[config.mk]
export PLATFORM = sky130hd
export DESIGN_NAME = modrm_agu_flat
export DESIGN_NICKNAME = d
export VERILOG_FILES = /design/src/rtl/modrm_agu_if.sv /design/src/rtl/modrm_agu.sv /design/src/flat_wrapper.sv
export SDC_FILE = /design/constraint.sdc
export NUM_CORES = 1
export LEC_CHECK = 0
export BUFFER_PORTS_ARGS = -buffer_cell sky130_fd_sc_hd__buf_2
export CAP_MARGIN = 40
export CORE_MARGIN = 2
export CORE_UTILIZATION = 59
export CTS_CLUSTER_DIAMETER = 30
export DETAILED_ROUTE_END_ITERATION = 10
export GPL_TIMING_DRIVEN = 0
export PLACE_DENSITY = 0.89
export SETUP_SLACK_MARGIN = 0.5
export SLEW_MARGIN = 20
export SYNTH_ARGS = -nofsm -noshare
export SYNTH_HDL_FRONTEND = slang
export SYNTH_SLANG_ARGS = --single-unit
export TNS_END_PERCENT = 50
[constraint.sdc]
create_clock -name i_clock -period 9.3 [get_ports i_clock]
set_input_delay 0.465 -clock i_clock [delete_from_list [all_inputs] [get_ports i_clock]]
set_output_delay 0.465 -clock i_clock [all_outputs]
set_load 0.02 [all_outputs]
[src/rtl/modrm_agu_if.sv]
// Bus between the core sequencer and the ModR/M address engine: decode
// controls, register/segment inputs, byte memory port and decoded results.
interface modrm_agu_if #(
  parameter int ADDR_W   = 20,
  parameter int OP_BYTES = 2
);
  logic                    start;
  logic [1:0]              size;
  logic                    need_read;
  logic                    ovr;
  logic [15:0]             ovr_seg;
  logic [15:0]             cs, ip;
  logic [15:0]             bx, bp, si, di;
  logic [15:0]             ds, ss;
  logic [ADDR_W-1:0]       address;
  logic [7:0]              data;
  logic [7:0]              out;
  logic                    wren;
  logic                    busy;
  logic                    ready;
  logic [7:0]              modrm;
  logic                    is_reg;
  logic [15:0]             ip_next;
  logic [15:0]             eff;
  logic [15:0]             seg;
  logic [8*OP_BYTES-1:0]   mem_op;
  logic                    wb_start;
  logic [8*OP_BYTES-1:0]   wb_data;
  logic                    wb_done;

  modport master (
    output start, size, need_read, ovr, ovr_seg, cs, ip, bx, bp, si, di, ds, ss,
    output data, wb_start, wb_data,
    input  address, out, wren, busy, ready, modrm, is_reg, ip_next, eff, seg,
    input  mem_op, wb_done
  );

  modport slave (
    input  start, size, need_read, ovr, ovr_seg, cs, ip, bx, bp, si, di, ds, ss,
    input  data, wb_start, wb_data,
    output address, out, wren, busy, ready, modrm, is_reg, ip_next, eff, seg,
    output mem_op, wb_done
  );
endinterface

[src/rtl/modrm_agu.sv]
// ModR/M decode, effective-address and memory-operand engine with a
// byte-wide memory port and a writeback phase for read-modify-write ops.
module modrm_agu #(
  parameter int ADDR_W   = 20,
  parameter int OP_BYTES = 2
) (
  input  logic        i_clock,
  input  logic        i_reset_n,
  modrm_agu_if.slave  bus
);
  typedef enum logic [2:0] {
    S_IDLE, S_MODRM, S_DISP_LO, S_DISP_HI, S_READ, S_DONE, S_WB, S_WB_DONE
  } state_t;

  state_t                r_state;
  logic [1:0]            r_size;
  logic                  r_need_read;
  logic                  r_ovr;
  logic [15:0]           r_ovr_seg;
  logic [15:0]           r_ip_cur;
  logic [7:0]            r_modrm;
  logic                  r_is_reg;
  logic                  r_disp16;
  logic [15:0]           r_eff;
  logic [15:0]           r_seg;
  logic [8*OP_BYTES-1:0] r_mem_op;
  logic [8*OP_BYTES-1:0] r_wb_data;
  logic [1:0]            r_k;
  logic                  r_wren;
  logic [7:0]            r_out;
  logic                  r_ready;
  logic                  r_wb_done;

  logic [1:0]  w_mod;
  logic [2:0]  w_rm;
  logic [15:0] w_base;
  logic [15:0] w_seg_sel;
  logic [1:0]  w_last;
  logic [15:0] w_mem_off;
  logic [15:0] w_aseg;
  logic [15:0] w_aoff;
  logic [7:0]  w_wb_next;

  assign w_mod     = bus.data[7:6];
  assign w_rm      = bus.data[2:0];
  assign w_last    = (r_size == 2'd0) ? 2'd0 :
                     ((r_size == 2'd1) || (OP_BYTES == 2)) ? 2'd1 : 2'd3;
  assign w_mem_off = r_eff + {14'b0, r_k};

  always_comb begin
    w_base = 16'h0000;
    case (w_rm)
      3'd0: w_base = bus.bx + bus.si;
      3'd1: w_base = bus.bx + bus.di;
      3'd2: w_base = bus.bp + bus.si;
      3'd3: w_base = bus.bp + bus.di;
      3'd4: w_base = bus.si;
      3'd5: w_base = bus.di;
      3'd6: w_base = (w_mod == 2'd0) ? 16'h0000 : bus.bp;
      default: w_base = bus.bx;
    endcase
  end

  // bp-based forms default to the stack segment; direct disp16 (mod 00, rm 110) does not
  always_comb begin
    w_seg_sel = bus.ds;
    if (r_ovr)
      w_seg_sel = r_ovr_seg;
    else if ((w_mod != 2'd3) && ((w_rm == 3'd2) || (w_rm == 3'd3)))
      w_seg_sel = bus.ss;
    else if ((w_rm == 3'd6) && ((w_mod == 2'd1) || (w_mod == 2'd2)))
      w_seg_sel = bus.ss;
  end

  always_comb begin
    w_wb_next = 8'h00;
    for (int b = 0; b < OP_BYTES; b++)
      if ((r_k + 2'd1) == 2'(b)) w_wb_next = r_wb_data[8*b +: 8];
  end

  always_comb begin
    w_aseg = bus.cs;
    w_aoff = r_ip_cur;
    if ((r_state == S_READ) || (r_state == S_WB)) begin
      w_aseg = r_seg;
      w_aoff = w_mem_off;
    end
  end

  assign bus.address = ADDR_W'({w_aseg, 4'h0}) + ADDR_W'(w_aoff);
  assign bus.out     = r_out;
  assign bus.wren    = r_wren;
  assign bus.busy    = (r_state != S_IDLE);
  assign bus.ready   = r_ready;
  assign bus.modrm   = r_modrm;
  assign bus.is_reg  = r_is_reg;
  assign bus.ip_next = r_ip_cur;
  assign bus.eff     = r_eff;
  assign bus.seg     = r_seg;
  assign bus.mem_op  = r_mem_op;
  assign bus.wb_done = r_wb_done;

  always_ff @(posedge i_clock or negedge i_reset_n) begin
    if (!i_reset_n) begin
      r_state     <= S_IDLE;
      r_size      <= 2'd0;
      r_need_read <= 1'b0;
      r_ovr       <= 1'b0;
      r_ovr_seg   <= 16'h0000;
      r_ip_cur    <= 16'h0000;
      r_modrm     <= 8'h00;
      r_is_reg    <= 1'b0;
      r_disp16    <= 1'b0;
      r_eff       <= 16'h0000;
      r_seg       <= 16'h0000;
      r_mem_op    <= '0;
      r_wb_data   <= '0;
      r_k         <= 2'd0;
      r_wren      <= 1'b0;
      r_out       <= 8'h00;
      r_ready     <= 1'b0;
      r_wb_done   <= 1'b0;
    end else begin
      r_ready   <= 1'b0;
      r_wb_done <= 1'b0;
      case (r_state)
        S_IDLE: begin
          if (bus.start) begin
            r_size      <= bus.size;
            r_need_read <= bus.need_read;
            r_ovr       <= bus.ovr;
            r_ovr_seg   <= bus.ovr_seg;
            r_ip_cur    <= bus.ip;
            r_mem_op    <= '0;
            r_k         <= 2'd0;
            r_state     <= S_MODRM;
          end else if (bus.wb_start) begin
            r_wb_data <= bus.wb_data;
            r_k       <= 2'd0;
            if (r_is_reg) begin
              r_wb_done <= 1'b1;
              r_state   <= S_WB_DONE;
            end else begin
              r_wren  <= 1'b1;
              r_out   <= bus.wb_data[7:0];
              r_state <= S_WB;
            end
          end
        end
        S_MODRM: begin
          r_modrm  <= bus.data;
          r_ip_cur <= r_ip_cur + 16'd1;
          r_eff    <= w_base;
          r_seg    <= w_seg_sel;
          r_is_reg <= (w_mod == 2'd3);
          r_disp16 <= (w_mod == 2'd2) || ((w_mod == 2'd0) && (w_rm == 3'd6));
          if (w_mod == 2'd3) begin
            r_ready <= 1'b1;
            r_state <= S_DONE;
          end else if ((w_mod != 2'd0) || (w_rm == 3'd6)) begin
            r_state <= S_DISP_LO;
          end else if (r_need_read) begin
            r_state <= S_READ;
          end else begin
            r_ready <= 1'b1;
            r_state <= S_DONE;
          end
        end
        S_DISP_LO, S_DISP_HI: begin
          r_ip_cur <= r_ip_cur + 16'd1;
          if (r_state == S_DISP_HI)
            r_eff <= r_eff + {bus.data, 8'h00};
          else if (r_disp16)
            r_eff <= r_eff + {8'h00, bus.data};
          else
            r_eff <= r_eff + {{8{bus.data[7]}}, bus.data};
          if ((r_state == S_DISP_LO) && r_disp16) begin
            r_state <= S_DISP_HI;
          end else if (r_need_read) begin
            r_state <= S_READ;
          end else begin
            r_ready <= 1'b1;
            r_state <= S_DONE;
          end
        end
        S_READ: begin
          for (int b = 0; b < OP_BYTES; b++)
            if (r_k == 2'(b)) r_mem_op[8*b +: 8] <= bus.data;
          if (r_k == w_last) begin
            r_ready <= 1'b1;
            r_state <= S_DONE;
          end else begin
            r_k <= r_k + 2'd1;
          end
        end
        S_WB: begin
          if (r_k == w_last) begin
            r_wren    <= 1'b0;
            r_out     <= 8'h00;
            r_wb_done <= 1'b1;
            r_state   <= S_WB_DONE;
          end else begin
            r_k   <= r_k + 2'd1;
            r_out <= w_wb_next;
          end
        end
        default: r_state <= S_IDLE;
      endcase
    end
  end
endmodule

[src/flat_wrapper.sv]
// flat-port wrapper written by rule: the top's interface ports become plain ports
module modrm_agu_flat 
#(
  parameter int ADDR_W   = 20,
  parameter int OP_BYTES = 2
)
  (i_clock, i_reset_n, bus_start, bus_size, bus_need_read, bus_ovr, bus_ovr_seg, bus_cs, bus_ip, bus_bx, bus_bp, bus_si, bus_di, bus_ds, bus_ss, bus_data, bus_wb_start, bus_wb_data, bus_address, bus_out, bus_wren, bus_busy, bus_ready, bus_modrm, bus_is_reg, bus_ip_next, bus_eff, bus_seg, bus_mem_op, bus_wb_done);
  modrm_agu_if #(.ADDR_W(ADDR_W), .OP_BYTES(OP_BYTES)) bus_i ();
  input  logic i_clock;
  input  logic i_reset_n;
  input wire logic [$bits(bus_i.start)-1:0] bus_start;
  input wire logic [$bits(bus_i.size)-1:0] bus_size;
  input wire logic [$bits(bus_i.need_read)-1:0] bus_need_read;
  input wire logic [$bits(bus_i.ovr)-1:0] bus_ovr;
  input wire logic [$bits(bus_i.ovr_seg)-1:0] bus_ovr_seg;
  input wire logic [$bits(bus_i.cs)-1:0] bus_cs;
  input wire logic [$bits(bus_i.ip)-1:0] bus_ip;
  input wire logic [$bits(bus_i.bx)-1:0] bus_bx;
  input wire logic [$bits(bus_i.bp)-1:0] bus_bp;
  input wire logic [$bits(bus_i.si)-1:0] bus_si;
  input wire logic [$bits(bus_i.di)-1:0] bus_di;
  input wire logic [$bits(bus_i.ds)-1:0] bus_ds;
  input wire logic [$bits(bus_i.ss)-1:0] bus_ss;
  input wire logic [$bits(bus_i.data)-1:0] bus_data;
  input wire logic [$bits(bus_i.wb_start)-1:0] bus_wb_start;
  input wire logic [$bits(bus_i.wb_data)-1:0] bus_wb_data;
  output wire logic [$bits(bus_i.address)-1:0] bus_address;
  output wire logic [$bits(bus_i.out)-1:0] bus_out;
  output wire logic [$bits(bus_i.wren)-1:0] bus_wren;
  output wire logic [$bits(bus_i.busy)-1:0] bus_busy;
  output wire logic [$bits(bus_i.ready)-1:0] bus_ready;
  output wire logic [$bits(bus_i.modrm)-1:0] bus_modrm;
  output wire logic [$bits(bus_i.is_reg)-1:0] bus_is_reg;
  output wire logic [$bits(bus_i.ip_next)-1:0] bus_ip_next;
  output wire logic [$bits(bus_i.eff)-1:0] bus_eff;
  output wire logic [$bits(bus_i.seg)-1:0] bus_seg;
  output wire logic [$bits(bus_i.mem_op)-1:0] bus_mem_op;
  output wire logic [$bits(bus_i.wb_done)-1:0] bus_wb_done;
  assign bus_i.start = bus_start;
  assign bus_i.size = bus_size;
  assign bus_i.need_read = bus_need_read;
  assign bus_i.ovr = bus_ovr;
  assign bus_i.ovr_seg = bus_ovr_seg;
  assign bus_i.cs = bus_cs;
  assign bus_i.ip = bus_ip;
  assign bus_i.bx = bus_bx;
  assign bus_i.bp = bus_bp;
  assign bus_i.si = bus_si;
  assign bus_i.di = bus_di;
  assign bus_i.ds = bus_ds;
  assign bus_i.ss = bus_ss;
  assign bus_i.data = bus_data;
  assign bus_i.wb_start = bus_wb_start;
  assign bus_i.wb_data = bus_wb_data;
  assign bus_address = bus_i.address;
  assign bus_out = bus_i.out;
  assign bus_wren = bus_i.wren;
  assign bus_busy = bus_i.busy;
  assign bus_ready = bus_i.ready;
  assign bus_modrm = bus_i.modrm;
  assign bus_is_reg = bus_i.is_reg;
  assign bus_ip_next = bus_i.ip_next;
  assign bus_eff = bus_i.eff;
  assign bus_seg = bus_i.seg;
  assign bus_mem_op = bus_i.mem_op;
  assign bus_wb_done = bus_i.wb_done;
  modrm_agu #(.ADDR_W(ADDR_W), .OP_BYTES(OP_BYTES)) u_core (.i_clock(i_clock), .i_reset_n(i_reset_n), .bus(bus_i));
endmodule
### Yosys cells after proc, flatten, opt, wreduce, memory -nomap -nowiden

Index checks and enable logic that the tools add are counted.

* flip-flop bits (word level): 126
* bits in latches: 0
* memory bits (writable): 0
* memory bits (read-only): 0
* bits of input ports: 176
* output and inout bits: 105
* logic and storage cells: 146
* memories kept: 0

* $add $sub $neg: 11
* multiply operators: 0
* divide/modulo/power cells: 0
* $lt $le $gt $ge: 0
* equal/unequal tests: 28
* shifts and indexed selects: 0
* mux-type cells: 53
* bitwise operators: 1
* reductions and logical operators: 34

Operator list (count)
* $mux W16: 10
* $pmux W16 S7: 1
* $add A16 B16 Y16: 6
* $pmux W16 S2: 3
* $mux W8: 8
* $mux W3: 7
* $add A20 B16 Y20: 1
* $ne A2 B2 Y1 const B: 10
* $add A16 B1 Y16 const B: 1
* $add A16 B2 Y16: 1
* $add A16 B8 Y16: 1
* $pmux W8 S2: 1
* $eq A3 B3 Y1 const B: 5
* $mux W1: 15
* $pmux W3 S5: 1
* $reduce_and A3 Y1: 5
* $eq A3 B2 Y1 const B: 4
* $reduce_bool A2 Y1: 6
* $logic_not A2 Y1: 4
* $eq A2 B1 Y1 const B: 3
* $eq A3 B1 Y1 const B: 2
* $logic_not A3 Y1: 2
* $mux W2: 3
* $logic_or A1 B1 Y1: 5
* other kinds (15): 22

### Depth between registers and ports, before layout

Gate-level depths: netlist of the first run.

* depth after elaboration: 6
* depth in mapped cells: 18
* gate-level depth less buffers: 18

### Least setup slack after synthesis of the first run

No wires, ideal clock.

* path kind: register to output
* start point: reg u_core.r_eff[0] (netlist: u_core.bus.eff[0])
* end point: out bus_address[18]
* arrival time: 3.679 ns
* required time: 8.835 ns
* slack: 5.156 ns
* stages on the path, launching flop included: 19
* buffers on the path: 0
* path through: dfrtp_1 -> ha_1 -> inv_1 -> fa_1 -> nor2b_1 -> nand2_1 -> xor2_1 -> o21ai_0 -> ha_1 -> inv_1 -> fa_1 -> nor2b_1 -> o21ai_1 -> a21boi_1 -> o21ai_1 -> a21oi_1 -> a41o_1 -> o311ai_1 -> xnor2_1

* cells in the longest elaborated chain, start to end: 3

RTL lines
* start: declaration: RTL line modrm_agu.sv:24 `logic [15:0] r_eff;`
* start signal: assignment: RTL line modrm_agu.sv:153 `r_eff <= w_base;`
* start signal: assignment: RTL line modrm_agu.sv:172 `r_eff <= r_eff + {bus.data, 8'h00};`
* start signal: assignment: RTL line modrm_agu.sv:174 `r_eff <= r_eff + {8'h00, bus.data};`
* $add A16 B2 Y16: RTL line modrm_agu.sv:48 `assign w_mem_off = r_eff + {14'b0, r_k};`
* $mux W16: RTL line modrm_agu.sv:84 `if ((r_state == S_READ) || (r_state == S_WB)) begin`
* $add A20 B16 Y20: RTL line modrm_agu.sv:90 `assign bus.address = ADDR_W'({w_aseg, 4'h0}) + ADDR_W'(w_aoff);`
* end: declaration: RTL line flat_wrapper.sv:27 `output wire logic [$bits(bus_i.address)-1:0] bus_address;`

Every way passes these cells.

### Worst setup path after layout of the first run

* start point: reg u_core.r_state[2]
* end point: out bus_address[18]

* cells in the longest elaborated chain, start to end: 4
* elaborated cells between the ends (all ways): 6
* those cells by class: add/sub (1); eq/ne (2); mux (2); reduce/logical (1)

RTL lines
* start: declaration: RTL line modrm_agu.sv:15 `state_t r_state;`
* start signal: assignment: RTL line modrm_agu.sv:105 `r_state <= S_IDLE;`
* start signal: assignment: RTL line modrm_agu.sv:136 `r_state <= S_MODRM;`
* start signal: assignment: RTL line modrm_agu.sv:142 `r_state <= S_WB_DONE;`
* $eq A3 B3 Y1: RTL line modrm_agu.sv:84
* $logic_or A1 B1 Y1 (*): RTL line modrm_agu.sv:84
* $mux W16: RTL line modrm_agu.sv:84
* $add A20 B16 Y20 (*): RTL line modrm_agu.sv:90

Every way passes the cells marked *; elsewhere a longest branch is shown, timed or not.

==> results of run 1 <==
-- area by class of cell --
| cell class | instances | area, µm² | area share |
|---|---|---|---|
| Inverter | 42 | 158 | 0.0123 |
| Clock inverter | 15 | 209 | 0.0163 |
| Multi-Input combinational cell | 1079 | 6920 | 0.539 |
| Clock buffer | 17 | 425 | 0.0331 |
| Buffer | 67 | 255 | 0.0199 |
| Sequential cell | 126 | 3150 | 0.246 |
| Timing Repair Buffer | 281 | 1440 | 0.112 |
| Antenna cell | 1 | 2.50 | 0.000195 |
| Tap cell | 225 | 282 | 0.0219 |
-- path summary, 6_finish.rpt --
kind	startpoint	end	slack [ns]	cells after the start
max	u_core.r_state[2]$_DFFE_PN0P_	bus_address[18]	4.01	19
min	i_reset_n	u_core.r_ovr_seg[2]$_DFFE_PN0P_	0.02	1
max reg2reg	u_core.r_disp16$_DFFE_PN0P_	u_core.bus.eff[15]$_DFFE_PN0P_	6.12	12
min reg2reg	u_core.bus.out[6]$_DFFE_PN0P_	u_core.bus.out[6]$_DFFE_PN0P_	0.47	2
max in group asynchronous	i_reset_n	u_core.r_wb_data[8]$_DFFE_PN0P_	8.54	2
min in group i_clock	bus_ovr_seg[8]	u_core.r_ovr_seg[8]$_DFFE_PN0P_	0.22	3
-- cell families after synthesis --
kind of cell,count (synthesis)
muxes,70
and+or+nand+nor,484
xor gates and xnor gates,59
DFF,126
buffers and inverters,109
AOI/OAI and AO/OA,384
adders and majority gates,82
-- power by group --
part | internal, W | switching [W]
Combinational | 0.00106 | 0.00186
Sequential | 0.000805 | 0.000264
Clock | 0.000452 | 0.000273
Total | 0.00232 | 0.00240
-- per-stage QoR --
| stage | utilization | std cells | hold WS (ns) | instance area (µm²) |
|---|---|---|---|---|
| global placement | 0.701 | 1819 | 0.456 | 12200 |
| global route | 0.740 | 1853 | 0.0634 | 12800 |
| CTS | 0.739 | 1852 | 0.0355 | 12800 |
| detailed placement | 0.703 | 1820 | 0.461 | 12200 |
| finish | 0.740 | 1853 | 0.0167 | 12800 |
| floorplan | - | 1314 | 0.169 | 10500 |
-- synthesized netlist by cell type, types with 8 or more instances --
| cell | instances | share of area |
|---|---|---|
| nor2_1 | 92 | 0.033 |
| buf_1 | 8 | 0.0029 |
| mux2i_1 | 24 | 0.023 |
| o21a_1 | 10 | 0.0072 |
| ha_1 | 76 | 0.091 |
| nand3_1 | 25 | 0.012 |
| xnor2_1 | 40 | 0.033 |
| dfrtp_1 | 126 | 0.30 |
| inv_1 | 41 | 0.015 |
| a22oi_1 | 9 | 0.0064 |
| a22o_1 | 18 | 0.015 |
| nand2b_1 | 15 | 0.0090 |
| xor2_1 | 19 | 0.016 |
| nand2_1 | 254 | 0.091 |
| o31ai_1 | 9 | 0.0064 |
| o21ai_1 | 13 | 0.0062 |
| nor3_1 | 34 | 0.016 |
| a21o_1 | 17 | 0.012 |
| nor2b_1 | 13 | 0.0078 |
| a211oi_1 | 22 | 0.016 |
| a21oi_1 | 91 | 0.043 |
| and3_1 | 17 | 0.010 |
| mux2_2 | 44 | 0.047 |
| a31oi_1 | 9 | 0.0054 |
| o211ai_1 | 11 | 0.0079 |
| o21ai_0 | 111 | 0.053 |
| clkbuf_1 | 56 | 0.020 |
-- per-layer routing --
layer | global-route usage | vias to the layer above
li1 | - | 5319
met2 | 0.640 | 808
met3 | 0.0670 | 159
met1 | 0.474 | 5364
met4 | 0.202 | 0
met5 | 0 | -
-- cells in the final DEF (no fill, tap or decap), types with 5 or more instances in the layout --
| cell type | Yosys | layout |
|---|---|---|
| nand4_1 | 6 | 6 |
| buf_1 | 8 | 8 |
| buf_2 | 3 | 282 |
| o31ai_1 | 9 | 9 |
| and3_1 | 17 | 17 |
| a22oi_1 | 9 | 9 |
| and2_1 | 6 | 6 |
| inv_1 | 41 | 41 |
| a31oi_1 | 9 | 9 |
| xnor2_1 | 40 | 40 |
| xor2_1 | 19 | 19 |
| nand3_1 | 25 | 25 |
| nor2_1 | 92 | 92 |
| ha_1 | 76 | 76 |
| mux2i_1 | 24 | 24 |
| a22o_1 | 18 | 18 |
| clkbuf_16 | 0 | 17 |
| dfrtp_1 | 126 | 126 |
| a221o_1 | 6 | 6 |
| mux2_2 | 44 | 44 |
| nor3b_1 | 5 | 5 |
| o22ai_1 | 6 | 6 |
| clkbuf_1 | 56 | 56 |
| a222oi_1 | 5 | 5 |
| a21oi_1 | 91 | 91 |
| a211oi_1 | 22 | 22 |
| fa_1 | 6 | 6 |
| o21a_1 | 10 | 10 |
| nor3_1 | 34 | 34 |
| a221oi_1 | 5 | 5 |
| nand2_1 | 254 | 254 |
| a21o_1 | 17 | 17 |
| o21ai_1 | 13 | 13 |
| nor2b_1 | 13 | 13 |
| nand2b_1 | 15 | 15 |
| o21ai_0 | 111 | 111 |
| o211ai_1 | 11 | 11 |
==> results.json, run 1 <==
{
  "wl_per_cell_um": 19.3,
  "hp-class": "input pin to asynchronous set/reset pin",
  "gp_congestion": 0.981,
  "rows": 48,
  "drv_slew": 0,
  "fmax_mhz": 189,
  "grt_util_all_layers": 0.383,
  "synth_fp_nets": 1572,
  "synthArstFlopShare": 1.00,
  "antenna_found_initial": 1,
  "ys_ff_latch": 126,
  "core_area_um2": 17400,
  "worst_path_most_repeated_cell": "clkbuf_1",
  "synth-compound-area-share": 0.235,
  "grt_max_degree": 67,
  "crit_type": "flip-flop to output port",
  "synthXorXnorAreaFrac": 0.0493,
  "cap_violations": 0,
  "cts_max_path_buffers": 2,
  "cp_max_fo": 10,
  "status": "finished, final reports clean",
  "endpoint_kind": "output port",
  "grt_pass1_wl_um": 56400,
  "fp.dieW_um": 137,
  "dpl.hpwl_um": 27500,
  "dieArea_um2": 18900,
  "drt_wl_total_um": 35800,
  "cts_resized": 0,
  "syn_to_final_growth_pct": 22.4,
  "netlist_instances": 1314,
  "finalSetupTns_ns": 0,
  "synthAdderAreaFrac": 0.102,
  "max_stage_delay_ns": 0.46,
  "fillers": 1330,
  "power.density_nw_per_um2": 367,
  "cts_tree": "yes",
  "postCtsSetupBuffers": 0,
  "hold_viol_final": 0,
  "period_minus_slack_ns": 5.29,
  "rsz0062_at_grt": "false",
  "wl_met3_um": 3570,
  "cts_buffers": 17,
  "tightest_slew_ns": 0.682,
  "muxShareOfSynthArea": 0.0723,
  "ant_nets": 0,
  "synthFlopType": "dfrtp_1",
  "cp-start-kind": "flip-flop",
  "path_cells": "clkbuf_1 > nand2b_1 > clkbuf_1 > clkbuf_1 > clkbuf_1 > nand2_1 > nand2_1 > ha_1 > inv_1 > fa_1 > nor2b_1 > o21ai_1 > a21boi_1 > o21ai_1 > a21oi_1 > a41o_1 > o311ai_1 > xnor2_1 > buf_2",
  "synth_area_um2": 10500,
  "synth-seq-area-share": 0.301,
  "cp_data_required_time_ns": 8.84,
  "post-place-ws_ns": 4.08,
  "vias_per_cell": 6.29,
  "fp.dieH_um": 137,
  "drive_gt1_frac": 0.227,
  "clkTransAtPathRegs_ns": 0.06,
  "ir_drop_uv": 765,
  "drt_pre_antenna_iters": 6,
  "fin_total_pwr_w": 0.00472,
  "wl_met2_um": 16800,
  "port_buffers": 280,
  "final.period_utilization": 0.569,
  "setup_viol": 0,
  "clock_latency_ns": 0.44,
  "path_delay_family": "buffers and inverters",
  "highest_layer": "met4",
  "start_util": 0.604,
  "syn_avg_cell_area_um2": 7.98,
  "cts_hold_buf": 0,
  "fin_skew_ns": 0.0118,
  "yosysUniqueCellTypes": 72,
  "cp_data_arrival_time_ns": 4.83,
  "cts_root_buf": "clkbuf_16",
  "synth_top_family_by_area": "compound AO/OA/AOI/OAI gates",
  "io_pins": 281,
  "dr.first_iter.drc_count": 1343,
  "drt-met1-wl_um": 13600,
  "slew-limit-headroom": 0.545,
  "grt_pass1_vias": 11100,
  "htreeDepth": 4,
  "clkSinkCount": 126,
  "path_buf_inv": 6,
  "slowest_stage": "fa_1",
  "synth_edf_count": 0,
  "drc_errors": 0,
  "vias": 11700,
  "gr-total-overflow": 0,
  "p_leak_nw": 6.32,
  "fin_ws_ns": 4.01,
  "synth-warning-count": 0,
  "synthSimpleGateAreaFrac": 0.201,
  "nets": 1872
}
Power figures use the tool's default switching activity.
==> inputs of run 2 (changes only) <==
--- a/config.mk
+++ b/config.mk
@@ -8,11 +8,11 @@
 export BUFFER_PORTS_ARGS = -buffer_cell sky130_fd_sc_hd__buf_2
 export CAP_MARGIN = 40
 export CORE_MARGIN = 2
-export CORE_UTILIZATION = 59
+export CORE_UTILIZATION = 49
 export CTS_CLUSTER_DIAMETER = 30
 export DETAILED_ROUTE_END_ITERATION = 10
 export GPL_TIMING_DRIVEN = 0
-export PLACE_DENSITY = 0.89
+export PLACE_DENSITY = 0.79
 export SETUP_SLACK_MARGIN = 0.5
 export SLEW_MARGIN = 20
 export SYNTH_ARGS = -nofsm -noshare
==> constraint.sdc (replaced) <==
create_clock -name i_clock -period 4.55 [get_ports i_clock]
set_input_delay 0.2275 -clock i_clock [delete_from_list [all_inputs] [get_ports i_clock]]
set_output_delay 0.2275 -clock i_clock [all_outputs]
set_load 0.02 [all_outputs]
==> run 2 against run 1 <==
  * Cell count grew 4.3%
  * Clock skew is 0.0012 ns higher
  * Setup slack got worse by 3.7 ns
  * Total power rose by 110%
  * First-iteration DRC count down 37%
  * Non-clock buffer count grew 29
  * Via count is 2.8% lower
  * Cell area is 3.9% higher
  * Combinational power grew 120%
  * Sequential power grew 100%
  * Largest power group unchanged
==> results.json, run 2 (synthesized netlist as in run 1, its figures left out) <==
{
  "status": "finished, final reports clean",
  "vias_per_cell": 5.86,
  "gp_congestion": 0.942,
  "nets": 1901,
  "hp-class": "input pin to flip-flop",
  "drv_slew": 0,
  "rows": 53,
  "fin_skew_ns": 0.0130,
  "cap_violations": 0,
  "drc_errors": 0,
  "dieArea_um2": 22600,
  "grt_util_all_layers": 0.312,
  "drt_wl_total_um": 35800,
  "fin_total_pwr_w": 0.0100,
  "clock_latency_ns": 0.43,
  "cts_root_buf": "clkbuf_16",
  "start_util": 0.499,
  "endpoint_kind": "output port",
  "drive_gt1_frac": 0.254,
  "drt_pre_antenna_iters": 6,
  "layout_common_cells": "280 x buf_2, 253 x nand2_1, 123 x dfrtp_1",
  "antenna_found_initial": 1,
  "dp_cells": 1870,
  "fp.dieW_um": 150,
  "cp_data_required_time_ns": 4.32,
  "dr.first_iter.drc_count": 846,
  "core_area_um2": 21000,
  "ir_drop_uv": 533,
  "grt_pass1_vias": 10600,
  "fillers": 1801,
  "htreeDepth": 4,
  "vias": 11300,
  "finalSetupTns_ns": 0,
  "clkTransAtPathRegs_ns": 0.06,
  "io_pins": 281,
  "cp_data_arrival_time_ns": 3.97,
  "p_sw_frac": 0.495,
  "hold_viol_final": 0,
  "grt_pass1_wl_um": 55200,
  "multi_input_area_um2": 7030,
  "pwr-share-clk": 0.154,
  "port_buffers": 280,
  "cp_max_fo": 3,
  "final_common_cell": "buf_2",
  "fmax_mhz": 238,
  "grt_max_degree": 75,
  "tightest_slew_ns": 0.761,
  "cts_buffers": 17,
  "slew-limit-headroom": 0.493,
  "setup_viol": 0,
  "dpl.hpwl_um": 27700,
  "p_int_w": 0.00505,
  "wl_per_cell_um": 18.5,
  "gr-total-overflow": 0,
  "p_switching_w": 0.00495,
  "p_leak_nw": 6.49,
  "regArea_um2": 3160,
  "clkSinkCount": 126,
  "ant_nets": 0,
  "power.share.combinational": 0.632,
  "cp-start-kind": "flip-flop",
  "fp.dieH_um": 150,
  "rsz0062_at_grt": "true",
  "syn_to_final_growth_pct": 27.2,
  "crit_type": "flip-flop to output port",
  "seqPwrFrac": 0.215,
  "final_cells": 1932,
  "cts_max_path_buffers": 2,
  "final.period_utilization": 0.924,
  "power.density_nw_per_um2": 751,
  "cts_tree": "yes",
  "period_minus_slack_ns": 4.20
}
==> run 2: changes by cell type in the layout (fill, tap and decap cells not counted), moves of 3 or more <==
cell,change
buf_4,+19
dlygate4sd3_1,+15
clkbuf_1,-9
o21ai_0,-6
clkbuf_2,+5
clkbuf_4,+4
ha_1,-4
ha_2,+4
o21ai_1,+4
clkinv_4,-3
dfrtp_1,-3
dfrtp_2,+3
==> run 2: what timing repair did <==
item | CTS | global route
endpoints found under the setup margin | 18 | 12
resized for setup | 35 | 25
buffers inserted | 11 | 3
hold endpoints to repair | 66 | 0
pin swaps | 13 | 16
cloned | 0 | 0
hold buffers | 15 | 0
==> run 2: power groups by stage <==
stage               sequential (W)  clock (W)  combinational (W)
floorplan                  0.00244          0            0.00365
global placement           0.00214          0            0.00564
detailed placement         0.00215          0            0.00578
CTS                        0.00213    0.00154            0.00602
global route               0.00221    0.00160            0.00688
finish                     0.00215    0.00154            0.00632
==> run 2: layout make-up <==
cell class,instances,area share
clock inverter,14,0.0171
buffer,67,0.0210
multi-input combinational,1079,0.527
tap,275,0.0258
inverter,42,0.0118
sequential,126,0.237
timing repair buffer,310,0.128
clock buffer,18,0.0322
antenna,1,0.000188
==> run 2: path summary, 6_finish.rpt <==
| path | start | to | slack, ns | cells past startpoint |
|---|---|---|---|---|
| min in group asynchronous | i_reset_n | u_core.r_ovr_seg[2]$_DFFE_PN0P_ | 0.30 | 2 |
| worst min register to register | u_core.bus.out[1]$_DFFE_PN0P_ | u_core.bus.out[1]$_DFFE_PN0P_ | 0.47 | 2 |
| worst min-delay path | bus_ovr_seg[0] | u_core.r_ovr_seg[0]$_DFFE_PN0P_ | 0.01 | 3 |
| max in group asynchronous | i_reset_n | u_core.bus.modrm[4]$_DFFE_PN0P_ | 3.51 | 3 |
| worst max-delay path | u_core.bus.eff[0]$_DFFE_PN0P_ | bus_address[18] | 0.35 | 19 |
| worst max register to register | u_core.r_disp16$_DFFE_PN0P_ | u_core.bus.eff[15]$_DFFE_PN0P_ | 1.36 | 12 |
==> run 2: through the flow <==
step / hold slack (ns) / setup WS, ns / cell area [µm²] / utilization
final: 0.0103 / 0.348 / 13300 / 0.634
after global routing: 0.00870 / 0.170 / 13300 / 0.634
after CTS: 0.00317 / 0.317 / 13200 / 0.629
after detailed placement: 0.171 / -0.516 / 12300 / 0.584
after global placement: 0.421 / -0.533 / 12200 / 0.582
after floorplan: -0.0681 / 0.644 / 10500 / -
==> run 2: worst max-delay path: stages, from the launching register on <==
cell	delay, ns
dfrtp_1	0.41
ha_2	0.21
inv_2	0.04
fa_2	0.34
nor2b_2	0.14
nand2_1	0.07
xor2_1	0.15
o21ai_1	0.13
ha_2	0.20
inv_2	0.04
fa_2	0.35
nor2b_2	0.14
o21ai_2	0.09
a21boi_2	0.19
o21ai_2	0.08
a21oi_2	0.19
a41o_4	0.27
o311ai_4	0.10
xnor2_1	0.22
buf_4	0.18
==> run 2: layer usage <==
layer / wire length, µm / share of wire / vias to the layer above / GRT usage
met2: 17000 / 0.47 / 567 / 0.514
met5: 0 / 0 / - / 0
met3: 2870 / 0.080 / 89 / 0.0500
met1: 14800 / 0.41 / 5279 / 0.410
li1: - / - / 5385 / -
met4: 1200 / 0.034 / 0 / 0.126
